`config.mk`:
```
export PLATFORM = sky130hd
export DESIGN_NAME = axi_stream_strip_header
export DESIGN_NICKNAME = d
export VERILOG_FILES = /design/src/rtl/axis_strip_pkg.sv /design/src/rtl/axis_byte_realign.sv /design/src/rtl/axi_stream_strip_header.sv
export SDC_FILE = /design/constraint.sdc
export NUM_CORES = 1
export LEC_CHECK = 0
export CAP_MARGIN = 10
export CORE_MARGIN = 2
export CORE_UTILIZATION = 30
export CTS_BUF_LIST = sky130_fd_sc_hd__clkbuf_2
export DETAILED_ROUTE_END_ITERATION = 8
export DONT_BUFFER_PORTS = 1
export PLACE_DENSITY_LB_ADDON = 0.2
export SETUP_SLACK_MARGIN = 0.2
export SLEW_MARGIN = 20
export SYNTH_ARGS = -nofsm -noshare
export SYNTH_HDL_FRONTEND = slang
export SYNTH_HIERARCHICAL = 1
export SYNTH_SLANG_ARGS = --single-unit
```
`constraint.sdc`:
```
create_clock -name clk -period 4.3 [get_ports clk]
set_input_delay 0.43 -clock clk [delete_from_list [all_inputs] [get_ports clk]]
set_output_delay 0.43 -clock clk [all_outputs]
set_load 0.005 [all_outputs]
```
`src/rtl/axis_strip_pkg.sv`:
```
// Shared types and helpers for the AXI-Stream header stripper.
// Masks are MSB-first: bit W-1 of a keep vector is byte 0.
package axis_strip_pkg;

   localparam int MAX_BYTES = 64;

   localparam logic [1:0] IDLE   = 2'd0;
   localparam logic [1:0] STREAM = 2'd1;
   localparam logic [1:0] FLUSH  = 2'd2;

   typedef logic [MAX_BYTES-1:0] mask_t;

   // Top n bits of a w-bit keep vector set.
   function automatic mask_t keep_from_cnt(input int n, input int w);
      mask_t m;
      m = '0;
      for (int i = 0; i < MAX_BYTES; i++)
         if (i < w && i >= w - n) m[i] = 1'b1;
      return m;
   endfunction

   function automatic int cnt_from_keep(input mask_t k, input int w);
      int c;
      c = 0;
      for (int i = 0; i < MAX_BYTES; i++)
         if (i < w && k[i]) c = c + 1;
      return c;
   endfunction

endpackage

```
`src/rtl/axis_byte_realign.sv`:
```
// Merges a left-aligned residue with an incoming beat and
// returns the leftover bytes plus byte counts.
module axis_byte_realign
   import axis_strip_pkg::*;
#(
   parameter int DATA_WD      = 32,
   parameter int DATA_BYTE_WD = DATA_WD / 8,
   parameter int BYTE_CNT_WD  = $clog2(DATA_BYTE_WD)
) (
   input  logic [DATA_WD-1:0]      res_data,
   input  logic [BYTE_CNT_WD-1:0]  res_cnt,
   input  logic [DATA_WD-1:0]      data_in,
   input  logic [DATA_BYTE_WD-1:0] keep_in,
   output logic [DATA_WD-1:0]      merged,
   output logic [DATA_WD-1:0]      new_res,
   output logic [BYTE_CNT_WD:0]    beat_cnt,
   output logic [BYTE_CNT_WD:0]    total_cnt
);

   always_comb begin
      beat_cnt  = (BYTE_CNT_WD+1)'(cnt_from_keep(mask_t'(keep_in), DATA_BYTE_WD));
      total_cnt = beat_cnt + {1'b0, res_cnt};
      merged    = res_data | (data_in >> (8 * int'(res_cnt)));
      // Shift of a full width clears new_res when there is no residue.
      new_res   = data_in << (8 * (DATA_BYTE_WD - int'(res_cnt)));
   end

endmodule

```
`src/rtl/axi_stream_strip_header.sv`:
```
// Strips a per-packet header from an AXI-Stream, emits it on a
// side port and re-aligns the remaining payload to byte 0.
module axi_stream_strip_header
   import axis_strip_pkg::*;
#(
   parameter int DATA_WD      = 32,
   parameter int DATA_BYTE_WD = DATA_WD / 8,
   parameter int BYTE_CNT_WD  = $clog2(DATA_BYTE_WD)
) (
   input  logic                    clk,
   input  logic                    rst_n,
   input  logic                    valid_in,
   input  logic [DATA_WD-1:0]      data_in,
   input  logic [DATA_BYTE_WD-1:0] keep_in,
   input  logic                    last_in,
   input  logic [BYTE_CNT_WD-1:0]  strip_cnt,
   output logic                    ready_in,
   output logic                    valid_out,
   output logic [DATA_WD-1:0]      data_out,
   output logic [DATA_BYTE_WD-1:0] keep_out,
   output logic                    last_out,
   input  logic                    ready_out,
   output logic                    valid_hdr,
   output logic [DATA_WD-1:0]      data_hdr,
   output logic [DATA_BYTE_WD-1:0] keep_hdr,
   input  logic                    ready_hdr,
   output logic                    err_short
);

   localparam int W = DATA_BYTE_WD;

   logic [1:0]             state_q, state_d;
   logic [DATA_WD-1:0]     res_q, res_d;
   logic [BYTE_CNT_WD-1:0] rcnt_q, rcnt_d;
   logic                   ovld_q, ovld_d;
   logic [DATA_WD-1:0]     odata_q, odata_d;
   logic [W-1:0]           okeep_q, okeep_d;
   logic                   olast_q, olast_d;
   logic                   hvld_q, hvld_d;
   logic [DATA_WD-1:0]     hdata_q, hdata_d;
   logic [W-1:0]           hkeep_q, hkeep_d;
   logic                   err_q, err_d;

   logic [DATA_WD-1:0]     rl_res, merged, new_res;
   logic [BYTE_CNT_WD-1:0] rl_cnt;
   logic [BYTE_CNT_WD:0]   beat_cnt, total_cnt;
   logic                   out_free, s_nz, acc;
   int                     s, v, t;

   function automatic logic [W-1:0] kmask(input int n);
      return W'(keep_from_cnt(n, W));
   endfunction

   function automatic logic [DATA_WD-1:0] bmask(input logic [W-1:0] k);
      logic [DATA_WD-1:0] m;
      for (int i = 0; i < W; i++) m[8*i +: 8] = {8{k[i]}};
      return m;
   endfunction

   // In IDLE the beat is realigned against an empty residue.
   assign rl_res = (state_q == IDLE) ? '0 : res_q;
   assign rl_cnt = (state_q == IDLE) ? '0 : rcnt_q;

   axis_byte_realign #(
      .DATA_WD      (DATA_WD),
      .DATA_BYTE_WD (DATA_BYTE_WD),
      .BYTE_CNT_WD  (BYTE_CNT_WD)
   ) u_realign (
      .res_data  (rl_res),
      .res_cnt   (rl_cnt),
      .data_in   (data_in),
      .keep_in   (keep_in),
      .merged    (merged),
      .new_res   (new_res),
      .beat_cnt  (beat_cnt),
      .total_cnt (total_cnt)
   );

   assign out_free = !ovld_q || ready_out;
   assign s_nz     = strip_cnt != '0;
   assign ready_in = out_free && state_q != FLUSH
                  && !(state_q == IDLE && s_nz && hvld_q && !ready_hdr);
   assign acc      = valid_in && ready_in;
   assign s        = int'(strip_cnt);
   assign v        = int'(beat_cnt);
   assign t        = int'(total_cnt);

   always_comb begin
      state_d = state_q;
      res_d   = res_q;
      rcnt_d  = rcnt_q;
      ovld_d  = ovld_q && !ready_out;
      odata_d = odata_q;
      okeep_d = okeep_q;
      olast_d = olast_q;
      hvld_d  = hvld_q && !ready_hdr;
      hdata_d = hdata_q;
      hkeep_d = hkeep_q;
      err_d   = 1'b0;
      unique case (state_q)
         IDLE: if (acc) begin
            if (s_nz) begin
               hvld_d  = 1'b1;
               hkeep_d = kmask(s);
               hdata_d = data_in & bmask(kmask(s));
            end
            if (last_in && v <= s) begin
               err_d = 1'b1;
            end else if (last_in) begin
               ovld_d  = 1'b1;
               okeep_d = kmask(v - s);
               odata_d = (data_in << (8 * s)) & bmask(kmask(v - s));
               olast_d = 1'b1;
            end else if (s_nz) begin
               res_d   = data_in << (8 * s);
               rcnt_d  = BYTE_CNT_WD'(W - s);
               state_d = STREAM;
            end else begin
               ovld_d  = 1'b1;
               okeep_d = '1;
               odata_d = merged;
               olast_d = 1'b0;
               res_d   = '0;
               rcnt_d  = '0;
               state_d = STREAM;
            end
         end
         STREAM: if (acc) begin
            ovld_d = 1'b1;
            if (last_in && t <= W) begin
               okeep_d = kmask(t);
               odata_d = merged & bmask(kmask(t));
               olast_d = 1'b1;
               res_d   = '0;
               rcnt_d  = '0;
               state_d = IDLE;
            end else begin
               okeep_d = '1;
               odata_d = merged;
               olast_d = 1'b0;
               res_d   = new_res;
               if (last_in) begin
                  rcnt_d  = BYTE_CNT_WD'(t - W);
                  state_d = FLUSH;
               end
            end
         end
         FLUSH: if (out_free) begin
            ovld_d  = 1'b1;
            okeep_d = kmask(int'(rcnt_q));
            odata_d = res_q & bmask(kmask(int'(rcnt_q)));
            olast_d = 1'b1;
            res_d   = '0;
            rcnt_d  = '0;
            state_d = IDLE;
         end
         default: state_d = IDLE;
      endcase
   end

   always_ff @(posedge clk or negedge rst_n) begin
      if (!rst_n) begin
         state_q <= IDLE;
         res_q   <= '0;
         rcnt_q  <= '0;
         ovld_q  <= 1'b0;
         odata_q <= '0;
         okeep_q <= '0;
         olast_q <= 1'b0;
         hvld_q  <= 1'b0;
         hdata_q <= '0;
         hkeep_q <= '0;
         err_q   <= 1'b0;
      end else begin
         state_q <= state_d;
         res_q   <= res_d;
         rcnt_q  <= rcnt_d;
         ovld_q  <= ovld_d;
         odata_q <= odata_d;
         okeep_q <= okeep_d;
         olast_q <= olast_d;
         hvld_q  <= hvld_d;
         hdata_q <= hdata_d;
         hkeep_q <= hkeep_d;
         err_q   <= err_d;
      end
   end

   assign valid_out = ovld_q;
   assign data_out  = odata_q;
   assign keep_out  = okeep_q;
   assign last_out  = olast_q;
   assign valid_hdr = hvld_q;
   assign data_hdr  = hdata_q;
   assign keep_hdr  = hkeep_q;
   assign err_short = err_q;

endmodule

```
==> flow_summary_export.csv, run 1 <==
group,metric,value,unit
final_layout,final_cell_mix,"nand2_1 (145), dfrtp_1 (112), nor2_1 (69)",
grt,grt_max_degree,113,
sta,finalHoldViolations,0,
synthesis,synth-seq-cells,112,
grt,antenna_found_initial,2,
cts,clockBufferDepth,2,
pwr,p_total,6.77,mW
worst_setup_path,critPathCaptureType,"flop",
worst_setup_path,cp_common_cell,"inv_1",
worst_setup_path,critPathSlowestCell,"fa_1",
floorplan,ioPinCount,121,
grt,track_usage,0.213,
floorplan,num_rows,61,
placement,gp_congestion,0.831,
final_layout,nNetsFinal,1070,
cts,numCtsBuffers,9,
drt,num_vias,7455,
cts,cts.sinks,112,
worst_setup_path,cp.arrival,4320,ps
final_layout,final_common_cell,"nand2_1",
cts,clockRootBuffer,"clkbuf_2",
pwr,share_clk_of_total_power,0.074,
sta,max_freq,0.266,GHz
drt,dr.pass1.iters,5,
floorplan,start_util,0.304,
placement,dp_slack,69.8,ps
synthesis,postSynth.asyncResetShare,1.00,
cts,insertion_delay,670,ps
synthesis,synth_cell_types,66,
grt,grt_overflow_total,0,
synthesis,synth_edf_count,0,
sta,relSlewSlack,0.489,
pwr,sw_frac_of_total,0.510,
pwr,switchingPower,3.45,mW
sta,fin_ws,534,ps
drt,drtIter0Drc,704,
synthesis,syn_nets,1069,
sta,slew_violations,0,
final_layout,design_area,9280,µm²
sta,finClkSkew,42.2,ps
sta,worstMarginPinSlew,766,ps
worst_setup_path,critPathMaxFanout,10,
worst_setup_path,cp_top_family,"adder cells",
cts,cts_tree,"yes",
pwr,p_seq_frac,0.296,
worst_setup_path,critPathBufInv,5,
worst_setup_path,worstPathCellList,"inv_1 -> ha_1 -> nor2b_2 -> inv_2 -> fa_1 -> inv_1 -> inv_1 -> ha_1 -> inv_1 -> ha_1 -> nand2b_1 -> o31a_2 -> a221o_1 -> mux2i_1 -> a31oi_1",
drt,detail-route-antenna-nets,0,
grt,first_global_vias,7318,
sta,fin_crit,3770,ps
final_layout,synthToLayoutAreaGrowth,10.2,%
sta,tns,0,ps
synthesis,netlist_instances,989,
final_layout,finalCoreUtilization,0.335,
pwr,vdd_drop_max,400,µV
job,maxCapViolCount,0,
pwr,p_int,3.32,mW
sta,finalCritPeriodShare,0.876,
cts,clk_pin_slew,360,ps
final_layout,drive_above_1_share,0.0775,
drt,wl,31300,µm
sta,finalSetupViolCount,0,
worst_setup_path,critPathMaxStageDelay,560,ps
synthesis,yosysWarnings,6,
worst_setup_path,critPathLaunchType,"flop",
pwr,powerDensity,730,nW/µm²
sta,rsz0062_at_grt,"no",
drt,vias_per_cell,5.43,
floorplan,core,27700,µm²
worst_setup_path,crit_required,4860,ps
drt,drc,0,
pwr,combPwrFrac,0.630,
synthesis,synth_area_per_cell,8.51,µm²
min_path,hold_class,"in -> reg",
placement,placed_cell_area,8780,µm²
outcome,run_status,"complete, no violations",
synthesis,yosysSeqAreaShare,0.333,
grt,grt_pass1_wl,47300,µm
placement,hpwl,21200,µm
pwr,leakagePower,3.80,nW
floorplan,die_w,172,µm
floorplan,die_h,172,µm
drt,routedWlPerCell,22.8,µm
floorplan,die-area,29400,µm²
placement,io_buffers,0,
synthesis,synth_area,8420,µm²
worst_setup_path,crit_type,"reg -> reg",
cts,h-tree-depth,3,
synthesis,synth_ff_type,"dfrtp_1",
==> routing by layer <==
layer / vias to the layer above / GRT usage / part of all wire
li1: 3528 / - / -
met1: 3643 / 0.287 / 0.45
met4: 0 / 0.106 / 0.047
met3: 53 / 0.0433 / 0.060
met2: 231 / 0.326 / 0.44
met5: - / 0 / 0
==> sequential cells by signal (all words and copies together), names as in the netlist, 2 cells and up <==
| name | flops |
|---|---|
| keep_hdr | 4 |
| data_out | 32 |
| rcnt_q | 2 |
| res_q | 32 |
| data_hdr | 32 |
| keep_out | 4 |
| state_q | 2 |
==> worst register-to-register path: stages, from the launching register on <==
cell and delay, ps:
dfrtp_1 480, inv_1 90, ha_1 290, nor2b_2 170
inv_2 170, fa_1 570, inv_1 80, inv_1 110
ha_1 150, inv_1 40, ha_1 190, nand2b_1 210
o31a_2 500, a221o_1 410, mux2i_1 130, a31oi_1 50
==> metrics by stage <==
| stage | hold WS [ps] | instances |
|---|---|---|
| after global routing | 8.00 | 1373 |
| final | 40.5 | 1373 |
| after CTS | 0.257 | 1372 |
| after floorplan | 134 | 989 |
| after global placement | 138 | 1319 |
| after detailed placement | 139 | 1319 |
==> cell families after synthesis <==
kind of cell | share of synthesized area
AO/OA/AOI/OAI | 0.241
multiplexers | 0.104
XOR/XNOR | 0.00520
buffers and inverters | 0.0620
adder cells (fa/ha/maj) | 0.0553
flip-flops | 0.333
AND/OR/NAND/NOR | 0.199
==> timing repair <==
| action | 4_1_cts | 5_1_grt |
|---|---|---|
| buffers inserted | 0 | 0 |
| setup endpoints to repair | 0 | 1 |
| gates resized for setup | 0 | 1 |
| hold buffers | 38 | 0 |
| hold endpoints to repair | 169 | 0 |
==> Yosys cell counts (4+ instances only) <==
| cell type | number | share of area |
|---|---|---|
| a2111oi_1 | 8 | 0.0095 |
| a211oi_1 | 19 | 0.017 |
| a21o_1 | 18 | 0.016 |
| a21oi_1 | 51 | 0.030 |
| a221o_1 | 16 | 0.019 |
| a221oi_1 | 9 | 0.0094 |
| a22oi_1 | 32 | 0.029 |
| a311oi_1 | 4 | 0.0042 |
| a311oi_2 | 4 | 0.0071 |
| a31oi_1 | 10 | 0.0074 |
| a32oi_1 | 10 | 0.010 |
| and2_1 | 20 | 0.015 |
| and3_1 | 11 | 0.0082 |
| buf_1 | 13 | 0.0058 |
| buf_2 | 17 | 0.010 |
| buf_4 | 10 | 0.0089 |
| buf_6 | 4 | 0.0054 |
| clkbuf_1 | 32 | 0.014 |
| dfrtp_1 | 112 | 0.33 |
| ha_1 | 34 | 0.051 |
| inv_1 | 31 | 0.014 |
| mux2_1 | 10 | 0.013 |
| mux2_2 | 11 | 0.015 |
| mux2i_1 | 64 | 0.076 |
| nand2_1 | 145 | 0.065 |
| nand2b_1 | 7 | 0.0052 |
| nand3_1 | 19 | 0.011 |
| nand3b_1 | 9 | 0.0080 |
| nor2_1 | 70 | 0.031 |
| nor2b_1 | 48 | 0.036 |
| o21ai_0 | 65 | 0.039 |
| o21bai_1 | 8 | 0.0071 |
| o31a_1 | 5 | 0.0052 |
| o31ai_1 | 12 | 0.011 |
| or2_1 | 6 | 0.0045 |
| xor2_1 | 4 | 0.0042 |
==> area by class of cell <==
class / instances / area [µm²]
fillers: 2914 / 18400
flip-flops and latches: 112 / 2800
diodes: 1 / 2.50
clock buffers: 9 / 45.0
well taps: 378 / 473
repair buffers: 68 / 648
multi-input cells: 765 / 5130
inverters: 34 / 128
clock inverters: 6 / 51.3
==> worst paths after layout <==
kind / start / depth (start not counted) / endpoint / slack [ps]
max: state_q[0]$_DFFE_PN0P_ / 15 / data_out[8]$_DFFE_PN0P_ / 530
max in group asynchronous: rst_n / 2 / res_q[9]$_DFFE_PN0P_ / 3480
min reg2reg: keep_hdr[3]$_DFFE_PN0P_ / 1 / keep_hdr[3]$_DFFE_PN0P_ / 540
min: strip_cnt[0] / 2 / rcnt_q[0]$_DFFE_PN0P_ / 40
max reg2reg: state_q[0]$_DFFE_PN0P_ / 15 / data_out[8]$_DFFE_PN0P_ / 530
min in group asynchronous: rst_n / 2 / data_hdr[2]$_DFFE_PN0P_ / 310
==> power groups by stage <==
stage | Clock (mW) | Sequential [mW] | Combinational (mW)
CTS | 0.520 | 2.02 | 4.24
global route | 0.551 | 2.09 | 4.74
finish | 0.501 | 2.00 | 4.27
floorplan | 0 | 1.87 | 3.17
detailed placement | 0 | 2.04 | 4.16
global placement | 0 | 2.05 | 4.11
Note: power is estimated with default switching activity, not from simulation.
==> run 2, diff against run 1 <==
==> constraint.sdc (replaced) <==
create_clock -name clk -period 3.75 [get_ports clk]
set_input_delay 0.375 -clock clk [delete_from_list [all_inputs] [get_ports clk]]
set_output_delay 0.375 -clock clk [all_outputs]
set_load 0.005 [all_outputs]
==> run 2 against run 1 <==
Compared with the run above: global-route usage grew 0.67 points; first-iteration DRC count fell by 6.3%; clock-buffer cell count unchanged; cell count up 2.0%; register-to-register slack worse by 150 ps; sequential power is 14% higher; utilization is 1.6 points higher; cell area is 4.7% higher; die area stayed put; clock power increased by 24%; sequential share of layout area shrank 1.4 points; critical endpoint is now data_out[13]$_DFFE_PN0P_; largest power group unchanged.
==> flow_summary_export.csv, run 2 (same netlist as run 1, synthesis figures left out) <==
group,metric,value,unit
floorplan,die_h,172,µm
floorplan,ioPinCount,121,
cts,cts.sinks,112,
cts,cts_tree,"yes",
pwr,powerDensity,843,nW/µm²
sta,rsz0062_at_grt,"no",
sta,fin_crit,3360,ps
sta,finalCritPeriodShare,0.897,
worst_setup_path,crit_required,4320,ps
drt,wl,32700,µm
cts,clk_pin_slew,390,ps
final_layout,nNetsFinal,1096,
floorplan,core,27700,µm²
cts,h-tree-depth,3,
cts,numCtsBuffers,9,
drt,vias_per_cell,5.49,
cts,clockBufferDepth,2,
sta,max_freq,0.297,GHz
pwr,vdd_drop_max,484,µV
worst_setup_path,endpoint,"data_out[13]$_DFFE_PN0P_",
worst_setup_path,cp.arrival,3930,ps
worst_setup_path,crit_type,"reg -> reg",
sta,finalHoldViolations,0,
grt,grt_pass1_wl,48500,µm
grt,track_usage,0.220,
drt,drc,0,
placement,dp_slack,-249,ps
final_layout,instances_no_fill,1400,
final_layout,final_common_cell,"nand2_1",
job,maxCapViolCount,0,
worst_setup_path,regToRegSetupSlack,390,ps
drt,dr.pass1.iters,5,
floorplan,die_w,172,µm
worst_setup_path,r2r-end,"data_out[13]$_DFFE_PN0P_",
cts,insertion_delay,700,ps
final_layout,final_cell_mix,"nand2_1 (145), dfrtp_1 (112), nor2_1 (68)",
grt,grt_max_degree,113,
final_layout,drive_above_1_share,0.121,
drt,num_vias,7690,
worst_setup_path,critPathMaxFanout,5,
sta,finClkSkew,53.6,ps
worst_setup_path,critPathLaunchType,"flop",
sta,finalSetupViolCount,0,
worst_setup_path,worst-r2r-cell-count,16,
floorplan,start_util,0.304,
sta,relSlewSlack,0.490,
grt,grt_overflow_total,0,
drt,drtIter0Drc,660,
placement,hpwl,21500,µm
worst_setup_path,critPathLaunch,"state_q[1]$_DFFE_PN0P_",
cts,clockRootBuffer,"clkbuf_2",
drt,routedWlPerCell,23.3,µm
sta,worstMarginPinSlew,766,ps
grt,antenna_found_initial,1,
placement,dp_cells,1335,
sta,fin_ws,388,ps
grt,first_global_vias,7375,
min_path,hold_class,"in -> reg",
sta,slew_violations,0,
placement,io_buffers,0,
drt,detail-route-antenna-nets,0,
worst_setup_path,critPathCaptureType,"flop",
outcome,run_status,"complete, no violations",
floorplan,die-area,29400,µm²
final_layout,synthToLayoutAreaGrowth,15.4,%
pwr,leakagePower,3.97,nW
floorplan,num_rows,61,
placement,gp_congestion,0.876,
worst_setup_path,rr_startpoint,"state_q[1]$_DFFE_PN0P_",
[run 2: cell count changes in the layout (fill, tap and decap cells not counted), moves of 5 or more]
cell / previous run / this run
buf_4: 28 / 45
dlygate4sd3_1: 37 / 43
ha_4: 0 / 5
a2111oi_2: 0 / 6
a2111oi_1: 8 / 2
ha_1: 34 / 29
[run 2: metrics by stage]
step / power (mW) / hold WS (ps) / TNS (ps) / area (µm²) / util
global route: 8.90 / 0.728 / 0 / 9710 / 0.351
global placement: 7.23 / 82.9 / -2700 / 9060 / 0.327
detailed placement: 7.29 / 82.9 / -4440 / 9060 / 0.327
finish: 8.19 / 38.4 / 0 / 9710 / 0.351
floorplan: 5.89 / 79.4 / -214 / 8580 / -
CTS: 8.06 / 0.204 / 0 / 9650 / 0.348
[run 2: final cells by class]
type                            instances  area, µm²
Sequential cell                       112       2800
Clock buffer                            9       45.0
Clock inverter                          7       70.1
Multi-Input combinational cell        766       5300
Antenna cell                            1       2.50
Inverter                               34        145
Tap cell                              378        473
Timing Repair Buffer                   93        876
Fill cell                            2893      18000
[run 2: repair_timing]
item | 4_1_cts | 5_1_grt
resized for setup | 2 | 9
pin swaps | 0 | 2
setup buffers | 2 | 1
setup endpoints to repair | 8 | 22
cloned | 0 | 1
hold buffers | 44 | 0
endpoints found under the hold margin | 181 | 0
[run 2: worst min-delay path by stage]
stage	from	to	slack, ps	cells after the start
final	last_in	data_out[20]$_DFFE_PN0P_	40	3
after global routing	last_in	data_out[20]$_DFFE_PN0P_	0.7	3
after CTS	data_in[2]	res_q[18]$_DFFE_PN0P_	0.2	4
after detailed placement	rst_n	data_hdr[12]$_DFFE_PN0P_	80	0
after global placement	rst_n	keep_hdr[1]$_DFFE_PN0P_	80	0
after floorplan	rst_n	data_hdr[0]$_DFFE_PN0P_	80	0
[run 2: per-layer routing]
| metal | routed length, µm | part of all wire | track usage | vias to the layer above |
|---|---|---|---|---|
| met4 | 1140 | 0.035 | 0.0844 | 0 |
| met2 | 15000 | 0.46 | 0.357 | 266 |
| met3 | 2320 | 0.071 | 0.0398 | 43 |
| met1 | 14300 | 0.44 | 0.290 | 3798 |
| met5 | 0 | 0 | 0 | - |
| li1 | - | - | - | 3583 |
[run 2: critical path: stages, from the launching register on]
cell     delay [ps]
dfrtp_1         460
inv_2            60
ha_4            190
nor2b_4         140
ha_1            150
inv_1            40
fa_1            420
inv_1            90
inv_1            60
ha_1            170
inv_1            90
ha_4            210
nor2b_4         150
o31a_4          410
a221o_1         380
mux2i_1         140
a31oi_1          70
[run 2: report_power, final]
part	switching, mW	internal (mW)	leakage (nW)
logic	3.15	2.15	2.51
registers	0.473	1.81	1.39
clock network	0.505	0.113	0.0739
total	4.12	4.06	3.97
==> run 3, diff against run 2 <==
--- a/config.mk
+++ b/config.mk
@@ -11,6 +11,7 @@
 export CTS_BUF_LIST = sky130_fd_sc_hd__clkbuf_2
 export DETAILED_ROUTE_END_ITERATION = 8
 export DONT_BUFFER_PORTS = 1
+export GPL_TIMING_DRIVEN = 0
 export PLACE_DENSITY_LB_ADDON = 0.2
 export SETUP_SLACK_MARGIN = 0.2
 export SLEW_MARGIN = 20
==> run 3 against run 2 <==
Compared with the run above: die area did not move; fmax fell by 7.9%; first-iteration DRC count rose by 17%; combinational power rose by 14%; clock skew rose by 4.3 ps; clock power rose by 5.0%; clock-buffer cell count did not move; largest cell class unchanged; largest power group unchanged.
==> flow_summary_export.csv, run 3 (same netlist as run 1, synthesis figures left out) <==
group,metric,value,unit
placement,hpwl,25200,µm
sta,whs,11.9,ps
final_layout,synthToLayoutAreaGrowth,21.6,%
grt,track_usage,0.242,
worst_setup_path,critPathSlowestCell,"fa_1",
sta,finalSetupViolCount,0,
sta,tns,0,ps
grt,first_global_vias,7919,
floorplan,core,27700,µm²
drt,wl,36000,µm
sta,fin_crit,3650,ps
cts,clockBufferDepth,2,
worst_setup_path,critPathMaxFanout,5,
floorplan,start_util,0.304,
floorplan,die_w,172,µm
cts,cts_tree,"yes",
floorplan,num_rows,61,
cts,clk_pin_slew,380,ps
final_layout,fill_cells,2888,
drt,detail-route-antenna-nets,0,
sta,slew_violations,0,
cts,clockRootBuffer,"clkbuf_2",
worst_setup_path,critPathMaxStageDelay,550,ps
job,maxCapViolCount,0,
final_layout,nNetsFinal,1153,
placement,dp_cells,1367,
worst_setup_path,cp.arrival,4250,ps
worst_setup_path,rr_startpoint,"state_q[0]$_DFFE_PN0P_",
cts,h-tree-depth,3,
drt,dr.pass1.iters,7,
floorplan,die-area,29400,µm²
worst_setup_path,critPathLaunchType,"flop",
drt,num_vias,8105,
worst_setup_path,critPathLaunch,"state_q[0]$_DFFE_PN0P_",
worst_setup_path,worst-r2r-cell-count,19,
worst_setup_path,regToRegSetupSlack,100,ps
worst_setup_path,crit_type,"reg -> reg",
worst_setup_path,cp_common_cell,"inv_2",
grt,grt_overflow_total,0,
drt,drc,0,
sta,relSlewSlack,0.246,
outcome,run_status,"complete, no violations",
drt,routedWlPerCell,24.7,µm
sta,worstMarginPinSlew,1120,ps
sta,finalHoldViolations,0,
worst_setup_path,crit_required,4350,ps
placement,io_buffers,0,
grt,grt_max_degree,113,
sta,finClkSkew,57.9,ps
grt,grt_pass1_wl,52300,µm
floorplan,ioPinCount,121,
worst_setup_path,r2r-end,"data_out[14]$_DFFE_PN0P_",
pwr,powerDensity,875,nW/µm²
final_layout,drive_above_1_share,0.171,
worst_setup_path,worstPathCellList,"inv_2 -> ha_4 -> buf_6 -> clkbuf_16 -> nor2b_4 -> ha_2 -> inv_2 -> fa_1 -> inv_2 -> inv_2 -> ha_4 -> inv_2 -> ha_4 -> nand2b_4 -> o31a_1 -> buf_8 -> a221o_1 -> mux2i_1 -> a31oi_1",
final_layout,instances_no_fill,1457,
cts,insertion_delay,740,ps
worst_setup_path,critPathCaptureType,"flop",
cts,cts.sinks,112,
sta,rsz0062_at_grt,"yes",
cts,numCtsBuffers,9,
placement,placed_cell_area,9060,µm²
final_layout,design_area,10200,µm²
placement,gp_congestion,0.947,
worst_setup_path,endpoint,"data_out[14]$_DFFE_PN0P_",
final_layout,final_cell_mix,"nand2_1 (144), dfrtp_1 (112), nor2_1 (70)",
sta,finalCritPeriodShare,0.973,
final_layout,final_common_cell,"nand2_1",
drt,drtIter0Drc,773,
pwr,leakagePower,4.19,nW
floorplan,die_h,172,µm
drt,vias_per_cell,5.56,
grt,antenna_found_initial,2,
min_path,hold_class,"in -> reg",
pwr,vdd_drop_max,283,µV
sta,max_freq,0.274,GHz
run 3: cell types whose count changed in the layout (fill, tap and decap cells not counted), sizes merged:
cell and change:
buf +25, clkbuf +38, clkinv +1, dlygate4sd3 -6
inv -1, nor2 +1, o31a -1
run 3: layout make-up:
class / instances / area [µm²] / share of cell area
clock buffer: 9 / 45.0 / 0.00440
timing repair buffer: 72 / 702 / 0.0686
multi-input combinational: 766 / 5440 / 0.532
inverter: 34 / 150 / 0.0147
tap: 378 / 473 / 0.0462
clock inverter: 7 / 93.8 / 0.00917
sequential: 112 / 2800 / 0.274
buffer: 78 / 527 / 0.0515
antenna: 1 / 2.50 / 0.000244
run 3: worst min-delay path by stage:
stage | startpoint | endpoint | slack [ps] | cells after the start
after global placement | rst_n | keep_hdr[1]$_DFFE_PN0P_ | 80 | 0
after CTS | data_in[4] | res_q[4]$_DFFE_PN0P_ | 5 | 3
final | data_in[6] | res_q[22]$_DFFE_PN0P_ | 10 | 4
after floorplan | rst_n | data_hdr[0]$_DFFE_PN0P_ | 80 | 0
after detailed placement | rst_n | keep_hdr[1]$_DFFE_PN0P_ | 80 | 0
after global routing | data_in[13] | res_q[13]$_DFFE_PN0P_ | 10 | 3
run 3: power by group:
part	internal, mW	switching [mW]	total, mW
Sequential	1.81	0.478	2.28
Clock	0.128	0.522	0.650
Combinational	2.47	3.56	6.03
run 3: routing by layer:
metal | GRT usage | vias to the layer above | share of wire
li1 | - | 3719 | -
met1 | 0.317 | 4002 | 0.44
met2 | 0.397 | 313 | 0.46
met3 | 0.0412 | 71 | 0.064
met4 | 0.0943 | 0 | 0.041
met5 | 0 | - | 0
run 3: timing repair:
item	CTS	global route
hold buffers	38	0
endpoints found under the hold margin	176	0
gates cloned	1	2
resized for setup	45	45
pin swaps	12	20
endpoints found under the setup margin	70	64
setup buffers	26	6
run 3: critical path: cells and delay by family (launching register included):
kind / cells / cell delay (ps)
adders and majority gates: 5 / 1150
DFF: 1 / 460
AOI/OAI and AO/OA: 3 / 820
and+or+nand+nor: 2 / 270
buffers and inverters: 8 / 710
muxes: 1 / 130
run 3: per-stage QoR:
| stage | util | power [mW] | setup slack (ps) |
|---|---|---|---|
| after global placement | 0.327 | 7.33 | -889 |
| after detailed placement | 0.327 | 7.36 | -899 |
| final | 0.370 | 8.96 | 101 |
| after CTS | 0.361 | 8.56 | 140 |
| after global routing | 0.370 | 9.61 | 9.69 |
| after floorplan | - | 5.89 | -36.0 |
